$ cat config.mk
export PLATFORM = sky130hd
export DESIGN_NAME = pipelined_adder
export DESIGN_NICKNAME = d
export VERILOG_FILES = /design/src/rtl/adder_pkg.sv /design/src/rtl/adder_stage.sv /design/src/rtl/pipelined_adder.sv
export SDC_FILE = /design/constraint.sdc
export NUM_CORES = 1
export LEC_CHECK = 0
export BUFFER_PORTS_ARGS = -buffer_cell sky130_fd_sc_hd__buf_2
export CAP_MARGIN = 20
export CORE_ASPECT_RATIO = 2
export CORE_UTILIZATION = 45
export DETAILED_ROUTE_END_ITERATION = 6
export GPL_TIMING_DRIVEN = 0
export PLACE_DENSITY = 0.67
export SYNTH_ARGS = -nofsm -noshare
export SYNTH_HDL_FRONTEND = slang
export SYNTH_HIERARCHICAL = 1
export SYNTH_SLANG_ARGS = --single-unit
export TNS_END_PERCENT = 5
$ cat constraint.sdc
create_clock -name clk -period 2.25 [get_ports clk]
set_input_delay 0.3375 -clock clk [delete_from_list [all_inputs] [get_ports clk]]
set_output_delay 0.3375 -clock clk [all_outputs]
set_load 0.01 [all_outputs]
$ cat src/rtl/adder_pkg.sv
// Shared types and sizing for the pipelined adder.
// The stage record travels down the register chain.
package adder_pkg;

  localparam int unsigned ADD_W = 16;
  localparam int unsigned ADD_S = 4;

  function automatic int unsigned chunk_w(
    input int unsigned w,
    input int unsigned s
  );
    return w / s;
  endfunction

  localparam int unsigned ADD_C = chunk_w(ADD_W, ADD_S);

  typedef struct packed {
    logic             valid;
    logic             carry;
    logic [ADD_W-1:0] sum_lo;
    logic [ADD_W-1:0] a_hi;
    logic [ADD_W-1:0] b_hi;
    logic             a_msb;
    logic             b_msb;
  } stage_t;

endpackage

$ cat src/rtl/adder_stage.sv
// One chunk of the carry chain plus its pipeline register.
// Loads whenever it is empty or downstream is taking its contents.
module adder_stage
  import adder_pkg::*;
#(
  parameter int unsigned K = 0,
  parameter int unsigned C = ADD_C
) (
  input  logic   clk,
  input  logic   rst_n,
  input  stage_t i_rec,
  input  logic   i_ready,
  output logic   o_ready,
  output stage_t o_rec
);

  stage_t     r_rec;
  stage_t     w_nxt;
  logic [C:0] w_add;

  assign w_add = {1'b0, i_rec.a_hi[K*C +: C]}
               + {1'b0, i_rec.b_hi[K*C +: C]}
               + {{C{1'b0}}, i_rec.carry};

  always_comb begin
    w_nxt = i_rec;
    w_nxt.sum_lo[K*C +: C] = w_add[C-1:0];
    w_nxt.carry = w_add[C];
  end

  assign o_ready = !r_rec.valid || i_ready;

  always_ff @(posedge clk or negedge rst_n) begin
    if (!rst_n) begin
      r_rec <= '0;
    end else if (o_ready) begin
      r_rec <= w_nxt;
    end
  end

  assign o_rec = r_rec;

endmodule

$ cat src/rtl/pipelined_adder.sv
// Pipelined adder/subtractor with valid/ready on both sides.
// Operand inversion and stage-0 carry here; chunks in adder_stage.
module pipelined_adder
  import adder_pkg::*;
#(
  parameter int unsigned WIDTH  = ADD_W,
  parameter int unsigned STAGES = ADD_S
) (
  input  logic             clk,
  input  logic             rst_n,
  input  logic             in_valid,
  output logic             in_ready,
  input  logic [WIDTH-1:0] a,
  input  logic [WIDTH-1:0] b,
  input  logic             cin,
  input  logic             sub,
  output logic             out_valid,
  input  logic             out_ready,
  output logic [WIDTH-1:0] sum,
  output logic             cout,
  output logic             ovf
);

  localparam int unsigned C = chunk_w(WIDTH, STAGES);

  if (STAGES == 0 || WIDTH % STAGES != 0 || WIDTH != ADD_W) begin : g_bad
    $error("pipelined_adder: bad WIDTH/STAGES");
  end

  stage_t           w_in;
  stage_t           w_rec [STAGES];
  stage_t           w_last;
  logic [STAGES:0]  w_rdy;
  logic [WIDTH-1:0] w_b;
  logic             w_unused;

  assign w_b = sub ? ~b : b;

  always_comb begin
    w_in        = '0;
    w_in.valid  = in_valid;
    w_in.carry  = sub ? 1'b1 : cin;
    w_in.a_hi   = a;
    w_in.b_hi   = w_b;
    w_in.a_msb  = a[WIDTH-1];
    w_in.b_msb  = w_b[WIDTH-1];
  end

  assign w_rdy[STAGES] = out_ready;

  for (genvar k = 0; k < STAGES; k++) begin : g_stage
    if (k == 0) begin : g_first
      adder_stage #(.K(k), .C(C)) u_stage (
        .clk     (clk),
        .rst_n   (rst_n),
        .i_rec   (w_in),
        .i_ready (w_rdy[k+1]),
        .o_ready (w_rdy[k]),
        .o_rec   (w_rec[k])
      );
    end else begin : g_next
      adder_stage #(.K(k), .C(C)) u_stage (
        .clk     (clk),
        .rst_n   (rst_n),
        .i_rec   (w_rec[k-1]),
        .i_ready (w_rdy[k+1]),
        .o_ready (w_rdy[k]),
        .o_rec   (w_rec[k])
      );
    end
  end

  assign w_last    = w_rec[STAGES-1];
  assign in_ready  = w_rdy[0];
  assign out_valid = w_last.valid;
  assign sum       = w_last.sum_lo;
  assign cout      = w_last.carry;
  assign ovf       = (w_last.a_msb == w_last.b_msb)
                  && (w_last.sum_lo[WIDTH-1] != w_last.a_msb);

  // Operand bits are fully consumed by the last stage.
  assign w_unused = ^{w_last.a_hi, w_last.b_hi};

endmodule
==> summary.txt, run 1 <==
Run status
  • Outcome: finished with violations
  • Failing checks: negative hold slack

Synth
  • Syn_area_per_cell: 15.17 µm²
  • Syn. warnings: 6
  • Syn nets: around 380
  • Syn Inst Count: 325
  • Synthesized cell area: 0.004930 mm²

Clocking
  • CTS H-Tree Depth: 3
  • CTS tree: yes
  • Max clock buf depth: 2
  • Clk_lat worst skew: about 0.34 ns
  • Clk sinks: 104
  • Root buf cell: clkbuf_16
  • Clk slew on worst S/H paths: 0.07 ns
  • Cts-stage hold buffer count: 0
  • Cts bufs inserted: 9

Worst setup path
  • CP Class: flip-flop to primary output
  • WP data required: 1.91 ns
  • Reg-to-Reg End: g_stage[1].g_next.u_stage/o_rec[13]
  • R2R depth: 8
  • Crit path launch type: flip-flop
  • Worst Setup End Kind: primary output
  • Reg2reg start: g_stage[3].g_next.u_stage/o_rec[51]
  • Worst-path fanout max: 9
  • Worst reg2reg setup slack: 0.28 ns
  • Arrival @ worst endpoint: 1.74 ns

Cells and area
  • Final Non-Filler Cells: 536
  • Share of layout cells above drive strength 1: 47.87%
  • Nets@finish: 452
  • Area grow syn2layout: 17.41%
  • Antenna diodes: 0
  • Fill cells: 926

Global route
  • GRT Resource Usage Total: approximately 16%
  • Largest net degree at the start of global routing: 63
  • Met2 usage: 28.23%
  • Vias in the first global route: between 2000 and 3000
  • Gr busiest metal: met2
  • Antenna violations before repair: 0
  • Total global routing overflow: 0
  • Met1 usage: 18.53%
  • First-pass GRT wire length: between 10 and 15 mm
  • GRT met3 Usage: roughly 3.5%

Floorplanning
  • Cell row count: 53
  • DIE HEIGHT: 150.0 µm
  • Chip width: 76.01 µm
  • Initial Utilization: 46.46%
  • Num ports: 58
  • Core area: 0.01061 mm²
  • Area of the die: roughly 0.011 mm²

Power and ir drop
  • Leak pwr: approximately 2.9 nW
  • Worst VDD drop: around 0.00044 V
  • Power Density: 1103 mW/mm²
  • Power, Total: between 6 and 7 mW

Drt
  • 1st-pass router iterations: 4
  • Starting DRT DRC Count: roughly 140
  • Drt via density: 4.700
  • DRC Markers: 0
  • WL final: 8.058 mm
  • Count of antenna-violating nets left after detailed routing: 0
  • Routed wire length per instance: 15.03 µm
  • Routed vias: 2519

STA
  • Layout Skew: about 0.0063 ns
  • Worst hold slack: -0.01804 ns
  • Final Hold Viols: 8
  • Fmax: a little under 500 MHz
  • Final min period: about 2.1 ns
  • RSZ-0062 raised after global routing: no
  • Slew headroom: 62.06%
  • Crit share post-route: 92.53%
  • Worst-margin pin slew: 0.5690 ns
  • Max Slew Vio Count: 0
  • Final setup viols: 0

Placement
  • Placed Cells: 519
  • Port Buffer Count: 56
  • Final GP Congestion: 0.6999
  • Sum of net half-perimeters after detailed placement: 5.887 mm

Worst hold path
  • Hold WC Path Type: primary input to asynchronous set/reset pin

Flow run
  • Max-Cap Viols: 0
==> registers in the layout (all words and copies together), names as in the netlist <==
signal,count
g_stage.g_next.u_stage/o_rec,72
g_stage.g_first.u_stage/o_rec,32
==> cell usage in the layout (no fill, tap or decap) <==
master      count
nand2b_4        4
ha_1           12
xor2_1         20
a21oi_1        16
clkbuf_16       9
inv_1          16
dfrtp_1       104
buf_16          1
buf_8           3
mux2_2         33
buf_2          57
nor2_1         12
buf_4           7
mux2_4         55
buf_12          1
clkinvlp_4      1
o22ai_1         1
xnor2_1         4
a21oi_2         4
a21o_1          8
buf_6          10
fa_1            8
bufinv_16       4
nand2_1         1
or2_2           1
clkbuf_1        1
clkbuf_8        1
nand2b_1        5
==> metal layers <==
layer,part of all wire (%),up-vias
met2,55,38
met3,2.8,5
met5,0,-
met1,41,1246
met4,1.1,0
li1,-,1230
==> critical path, stage by stage (launching register included) <==
cell      delay [ns]
dfrtp_1         0.39
nand2b_4        0.07
buf_6           0.13
nand2b_4        0.17
nand2b_4        0.16
nand2b_4        0.15
buf_8           0.12
buf_8           0.11
buf_6           0.11
==> worst max-delay path by stage <==
stage,to,slack [ns],cells after the start,from
after floorplan,g_stage[0].g_first.u_stage/o_rec[6],-0.03,13,g_stage[3].g_next.u_stage/o_rec[51]
after global placement,in_ready,-0.30,14,out_ready
after detailed placement,in_ready,-0.29,14,out_ready
after CTS,in_ready,0.06,9,g_stage[3].g_next.u_stage/o_rec[51]
after global routing,in_ready,0.06,8,g_stage[3].g_next.u_stage/o_rec[51]
final,in_ready,0.17,8,g_stage[3].g_next.u_stage/o_rec[51]
==> final cells by class <==
class | count | area (µm²) | share of cell area (%)
clock inverter | 5 | 127.6 | 2.205
buffer | 16 | 181.4 | 3.134
timing repair buffer | 63 | 361.6 | 6.247
tap | 137 | 171.4 | 2.962
multi-input combinational | 184 | 2041 | 35.26
inverter | 16 | 60.06 | 1.038
sequential | 104 | 2603 | 44.96
clock buffer | 11 | 242.7 | 4.194
==> repair_timing <==
| item | in CTS | in global routing |
|---|---|---|
| setup endpoints to repair | 29 | 1 |
| setup buffers | 6 | 0 |
| resized for setup | 3 | 0 |
| hold endpoints to repair | 0 | 0 |
==> per-stage QoR <==
stage / area (µm²) / hold WS [ns] / worst slack (ns) / utilization, % / setup TNS, ns
3_5_place_dp: 5415 / 0.3717 / -0.2945 / 51.04 / -5.404
4_1_cts: 5799 / 0.002195 / 0.06295 / 54.66 / 0
3_3_place_gp: 5385 / 0.4835 / -0.2955 / 50.75 / -26.56
5_1_grt: 5788 / 0.02620 / 0.06415 / 54.55 / 0
2_1_floorplan: 4933 / 0.04191 / -0.03248 / - / -0.4238
6_report: 5788 / -0.01804 / 0.1680 / 54.55 / 0
==> power by group <==
group | switching (mW) | internal, mW
sequential | 0.344 | 2.42
combinational | 0.672 | 1.07
clock | 0.655 | 1.23
Power figures use the tool's default switching activity.
==> run 2, diff against run 1 <==
--- a/config.mk
+++ b/config.mk
@@ -11,7 +11,7 @@
 export CORE_UTILIZATION = 45
 export DETAILED_ROUTE_END_ITERATION = 6
 export GPL_TIMING_DRIVEN = 0
-export PLACE_DENSITY = 0.67
+export PLACE_DENSITY = 0.66
 export SYNTH_ARGS = -nofsm -noshare
 export SYNTH_HDL_FRONTEND = slang
 export SYNTH_HIERARCHICAL = 1
==> summary.txt, run 2 (synthesis gave the netlist of run 1 again) <==
Global route
  • GRT Resource Usage Total: 15.18% (was 15.82%)
  • Largest net degree at the start of global routing: 66 (was 63)
  • First-pass GRT wire length: 13.14 mm (was 13.69 mm)
  • Vias in the first global route: 2625 (was 2712)
  • Total global routing overflow: 0 (unchanged)
  • Antenna violations before repair: 0 (unchanged)

Worst hold path
  • Hold WC Path Type: primary input to flip-flop (was primary input to asynchronous set/reset pin)
  • Worst Hold Depth: 2
  • Worst Hold Endpoint: g_stage[0].g_first.u_stage/o_rec[51]
  • Hold_sp: in_valid

STA
  • Slew headroom: 64.72% (was 62.06%)
  • Worst-margin pin slew: 0.5292 ns (was 0.5690 ns)
  • Total negative slack: 0 ns (unchanged)
  • Fmax: 477.5 MHz (was 480.3 MHz)
  • Max Slew Vio Count: 0 (unchanged)
  • Layout Skew: 0.007528 ns (was 0.006311 ns)
  • Crit share post-route: 93.09% (was 92.53%)
  • RSZ-0062 raised after global routing: no (unchanged)
  • Final setup viols: 0 (unchanged)
  • Final Hold Viols: 0 (was 8)
  • Final min period: 2.094 ns (was 2.082 ns)

Drt
  • Routed wire length per instance: 14.55 µm (was 15.03 µm)
  • Count of antenna-violating nets left after detailed routing: 0 (unchanged)
  • DRC Markers: 0 (unchanged)
  • 1st-pass router iterations: 4 (unchanged)
  • Drt via density: 4.804 (was 4.700)
  • Starting DRT DRC Count: 44 (was 139)
  • WL final: 7.815 mm (was 8.058 mm)
  • Routed vias: 2580 (was 2519)

Clocking
  • CTS tree: yes (unchanged)
  • Cts bufs inserted: 9 (unchanged)
  • Max clock buf depth: 2 (unchanged)
  • Clk_lat worst skew: 0.34 ns (about the same)
  • Root buf cell: clkbuf_16 (unchanged)
  • Clk slew on worst S/H paths: 0.06 ns (was 0.07 ns)
  • Clk sinks: 104 (unchanged)
  • CTS H-Tree Depth: 3 (unchanged)

Power and ir drop
  • Power, Total: 6.152 mW (was 6.387 mW)
  • Worst VDD drop: 0.0004382 V (was 0.0004390 V)
  • Leak pwr: 2.848 nW (was 2.866 nW)
  • Power Density: 1071 mW/mm² (was 1103 mW/mm²)

Floorplanning
  • DIE HEIGHT: 150.0 µm (unchanged)
  • Num ports: 58 (unchanged)
  • Core area: 0.01061 mm² (unchanged)
  • Initial Utilization: 46.46% (unchanged)
  • Area of the die: 0.01140 mm² (unchanged)
  • Cell row count: 53 (unchanged)
  • Chip width: 76.01 µm (unchanged)

Placement
  • DP Area: 0.005415 mm² (unchanged)
  • Final GP Congestion: 0.7027 (was 0.6999)
  • Placed Cells: 519 (unchanged)
  • Sum of net half-perimeters after detailed placement: 5.738 mm (was 5.887 mm)
  • Port Buffer Count: 56 (unchanged)

Worst setup path
  • R2R depth: 8 (unchanged)
  • Worst Setup End Kind: primary output (unchanged)
  • Crit path launch type: flip-flop (unchanged)
  • Worst reg2reg setup slack: 0.29 ns (was 0.28 ns)
  • Reg2reg start: g_stage[3].g_next.u_stage/o_rec[51] (unchanged)
  • CP Class: flip-flop to primary output (unchanged)
  • Worst-path fanout max: 9 (unchanged)
  • Reg-to-Reg End: g_stage[1].g_next.u_stage/o_rec[11] (was g_stage[1].g_next.u_stage/o_rec[13])
  • WP data required: 1.91 ns (about the same)
  • Arrival @ worst endpoint: 1.76 ns (was 1.74 ns)

Cells and area
  • Area grow syn2layout: 16.55% (was 17.41%)
  • Nets@finish: 453 (was 452)
  • Share of layout cells above drive strength 1: 47.50% (was 47.87%)
  • Antenna diodes: 0 (unchanged)
  • Final Non-Filler Cells: 537 (was 536)
  • Max reg flops: 72 (unchanged)
  • Fin area: 0.005746 mm² (was 0.005788 mm²)
  • Commonest non-fill, non-tap cells in the layout: dfrtp_1 (104), buf_2 (58), mux2_4 (55), mux2_2 (33), xor2_1 (20) (was dfrtp_1 (104), buf_2 (57), mux2_4 (55), mux2_2 (33), xor2_1 (20))
  • Most common cell after layout, fill and taps aside: dfrtp_1 (unchanged)

Run status
  • Outcome: finished, final reports clean (was finished with violations)

Flow run
  • Max-Cap Viols: 0 (unchanged)
run 2: changes by cell type in the layout (fill, tap and decap cells not counted), sizes merged:
| cell | delta |
|---|---|
| dlygate4sd3 | +1 |
| clkbuf | +1 |
| bufinv | -2 |
| clkinv | +2 |
| clkinvlp | -1 |
run 2: final cells by class:
cell class,instances,area (µm²)
buffer,16,181.4
tap,137,171.4
fill,933,4865
clock inverter,4,77.57
clock buffer,12,246.5
inverter,16,60.06
timing repair buffer,64,365.4
sequential,104,2603
multi-input combinational,184,2041
run 2: worst max path at each step:
stage	startpoint	end	slack, ns	cells past startpoint
2_1_floorplan	g_stage[3].g_next.u_stage/o_rec[51]	g_stage[0].g_first.u_stage/o_rec[6]	-0.03	13
3_3_place_gp	out_ready	in_ready	-0.30	14
3_5_place_dp	out_ready	in_ready	-0.30	14
4_1_cts	g_stage[3].g_next.u_stage/o_rec[51]	in_ready	0.05	9
5_1_grt	g_stage[3].g_next.u_stage/o_rec[51]	in_ready	0.05	8
6_report	g_stage[3].g_next.u_stage/o_rec[51]	in_ready	0.16	8
run 2: through the flow:
step | hold slack (ns) | setup WS, ns | util, %
6_report | 0.1853 | 0.1556 | 54.15
5_1_grt | 0.1776 | 0.05443 | 54.15
4_1_cts | 0.1734 | 0.04811 | 54.26
2_1_floorplan | 0.04191 | -0.03248 | -
3_3_place_gp | 0.4839 | -0.2950 | 50.75
3_5_place_dp | 0.3633 | -0.2957 | 51.04
run 2: timing repair:
action / in CTS / in global routing
endpoints found under the hold margin: 39 / 0
pin swaps: 0 / 0
hold buffers: 1 / 0
setup buffers: 6 / 0
endpoints found under the setup margin: 29 / 1
resized for setup: 2 / 0
run 2: critical path, stage by stage, from the launching register on:
cell,delay [ns]
dfrtp_1,0.38
nand2b_4,0.10
nand2b_4,0.16
buf_6,0.13
nand2b_4,0.15
nand2b_4,0.14
buf_8,0.12
buf_8,0.11
buf_2,0.13
run 2: power by group:
group	switching [mW]	internal, mW
registers	0.354	2.42
clock network	0.647	1.01
logic	0.656	1.07
run 2: metal layers:
metal	vias up	global-route usage (%)	part of all wire, %
li1	1244	-	-
met1	1292	17.96	42
met2	36	26.45	55
met3	8	3.659	2.2
met4	0	6.058	1.7
met5	-	0	0
==> run 3, diff against run 2 <==
--- a/config.mk
+++ b/config.mk
@@ -10,7 +10,6 @@
 export CORE_ASPECT_RATIO = 2
 export CORE_UTILIZATION = 45
 export DETAILED_ROUTE_END_ITERATION = 6
-export GPL_TIMING_DRIVEN = 0
 export PLACE_DENSITY = 0.66
 export SYNTH_ARGS = -nofsm -noshare
 export SYNTH_HDL_FRONTEND = slang
==> summary.txt, run 3 (synthesis gave the netlist of run 1 again) <==
Drt
  • Drt via density: 4.806 (was 4.804)
  • Routed wire length per instance: 15.15 µm (was 14.55 µm)
  • Count of antenna-violating nets left after detailed routing: 0 (unchanged)
  • WL final: 7.891 mm (was 7.815 mm)
  • 1st-pass router iterations: 4 (unchanged)
  • Starting DRT DRC Count: 141 (was 44)
  • DRC Markers: 0 (unchanged)
  • Routed vias: 2504 (was 2580)

STA
  • Final Hold Viols: 0 (unchanged)
  • Crit share post-route: 86.14% (was 93.09%)
  • Final setup viols: 0 (unchanged)
  • Worst-margin pin slew: 0.6156 ns (was 0.5292 ns)
  • Slew headroom: 58.96% (was 64.72%)
  • Final worst slack: 0.3119 ns (was 0.1556 ns)
  • Total negative slack: 0 ns (unchanged)
  • RSZ-0062 raised after global routing: no (unchanged)
  • Final min period: 1.938 ns (was 2.094 ns)
  • Max Slew Vio Count: 0 (unchanged)
  • Worst hold slack: 0.0009050 ns (was 0.1853 ns)
  • Fmax: 516.0 MHz (was 477.5 MHz)
  • Layout Skew: 0.007044 ns (was 0.007528 ns)

Power and ir drop
  • Power, Total: 6.089 mW (was 6.152 mW)
  • Power Density: 1095 mW/mm² (was 1071 mW/mm²)
  • Worst VDD drop: 0.0005381 V (was 0.0004382 V)
  • Leak pwr: 2.741 nW (was 2.848 nW)

Placement
  • Sum of net half-perimeters after detailed placement: 5.673 mm (was 5.738 mm)
  • DP Area: 0.005233 mm² (was 0.005415 mm²)
  • Placed Cells: 504 (was 519)
  • Post-place setup slack: 0.2307 ns (was -0.2957 ns)
  • Port Buffer Count: 57 (was 56)
  • Final GP Congestion: 0.7253 (was 0.7027)

Global route
  • Vias in the first global route: 2708 (was 2625)
  • First-pass GRT wire length: 13.48 mm (was 13.14 mm)
  • Antenna violations before repair: 0 (unchanged)
  • Total global routing overflow: 0 (unchanged)
  • Largest net degree at the start of global routing: 47 (was 66)
  • GRT Resource Usage Total: 15.45% (was 15.18%)

Clocking
  • Setup Fix Bufs, Post-CTS: 0 (was 6)
  • Cts bufs inserted: 9 (unchanged)
  • Clk sinks: 104 (unchanged)
  • Root buf cell: clkbuf_16 (unchanged)
  • CTS H-Tree Depth: 3 (unchanged)
  • CTS tree: yes (unchanged)
  • Clk_lat worst skew: 0.34 ns (about the same)
  • Max clock buf depth: 2 (unchanged)
  • Clk slew on worst S/H paths: 0.07 ns (was 0.06 ns)

Cells and area
  • Fin area: 0.005562 mm² (was 0.005746 mm²)
  • Max reg flops: 72 (unchanged)
  • Util after Layout: 52.42% (was 54.15%)
  • Antenna diodes: 0 (unchanged)
  • Commonest non-fill, non-tap cells in the layout: dfrtp_1 (104), buf_2 (56), mux2_4 (55), mux2_2 (33), xor2_1 (20) (was dfrtp_1 (104), buf_2 (58), mux2_4 (55), mux2_2 (33), xor2_1 (20))
  • Area grow syn2layout: 12.82% (was 16.55%)
  • Final Non-Filler Cells: 521 (was 537)
  • Fill cells: 950 (was 933)
  • Most common cell after layout, fill and taps aside: dfrtp_1 (unchanged)
  • Share of layout cells above drive strength 1: 45.83% (was 47.50%)
  • Nets@finish: 437 (was 453)

Worst setup path
  • CP Class: flip-flop to primary output (unchanged)
  • Slowest cell on the critical path: dfrtp_1 (unchanged)
  • Critical path's top delay family: simple AND/OR/NAND/NOR gates (unchanged)
  • CP max stage delay: 0.40 ns (was 0.38 ns)
  • Arrival @ worst endpoint: 1.60 ns (was 1.76 ns)
  • Buf/Inv on CP: 1 (was 4)
  • WP data required: 1.91 ns (about the same)
  • Crit path top cell by count: nand2b_4 (unchanged)
  • Worst Setup End Kind: primary output (unchanged)
  • Worst-path fanout max: 18 (was 9)
  • Crit path launch type: flip-flop (unchanged)
  • Crit-path cells: nand2b_4 > nand2b_4 > nand2b_4 > nand2b_4 > buf_2 (was nand2b_4 > nand2b_4 > buf_6 > nand2b_4 > nand2b_4 > buf_8 > buf_8 > buf_2)

Floorplanning
  • DIE HEIGHT: 150.0 µm (unchanged)
  • Num ports: 58 (unchanged)
  • Chip width: 76.01 µm (unchanged)
  • Core area: 0.01061 mm² (unchanged)
  • Area of the die: 0.01140 mm² (unchanged)
  • Cell row count: 53 (unchanged)
  • Initial Utilization: 46.46% (unchanged)

Worst hold path
  • Hold WC Path Type: primary input to asynchronous set/reset pin (was primary input to flip-flop)

Flow run
  • Max-Cap Viols: 0 (unchanged)

Run status
  • Outcome: finished, final reports clean (unchanged)
run 3: cell types whose count changed in the layout (fill, tap and decap cells not counted), sizes merged:
cell and change:
buf -16, clkbuf -2, clkinv -2, clkinvlp +3, dlygate4sd3 -1, inv +1
nand2b +1
run 3: repair_timing:
action | 4_1_cts | 5_1_grt
hold buffers | 0 | 0
hold endpoints to repair | 0 | 0
resized for setup | 0 | 0
setup endpoints to repair | 0 | 1
run 3: path summary, 6_finish.rpt:
path	start	to	slack, ns	cells after the start
setup / recovery	g_stage[3].g_next.u_stage/o_rec[51]	in_ready	0.31	5
hold / removal	rst_n	g_stage[3].g_next.u_stage/o_rec[36]	0.0009	1
setup reg to reg	g_stage[1].g_next.u_stage/o_rec[10]	g_stage[2].g_next.u_stage/o_rec[50]	0.50	7
hold reg to reg	g_stage[0].g_first.u_stage/o_rec[14]	g_stage[1].g_next.u_stage/o_rec[14]	0.50	1
max in group asynchronous	rst_n	g_stage[1].g_next.u_stage/o_rec[29]	1.64	2
min in group clk	in_valid	g_stage[0].g_first.u_stage/o_rec[51]	0.20	2
run 3: report_power, final:
group	total (mW)	switching (mW)	internal, mW
Combinational	1.67	0.652	1.02
Clock	1.66	0.681	0.979
Sequential	2.76	0.339	2.42
run 3: routing by layer:
metal / global-route usage (%) / up-vias / share of wire (%)
met3: 2.500 / 12 / 2.8
met1: 18.04 / 1255 / 41
met4: 8.077 / 0 / 2.2
li1: - / 1200 / -
met2: 27.18 / 37 / 54
met5: 0 / - / 0
run 3: cell type report:
cell class	instances	area, µm²	area share [%]
clock buffer	10	229.0	4.117
clock inverter	6	91.34	1.642
inverter	16	60.06	1.080
multi-input combinational	185	2049	36.85
sequential	104	2603	46.79
tap	137	171.4	3.082
timing repair buffer	63	357.8	6.434
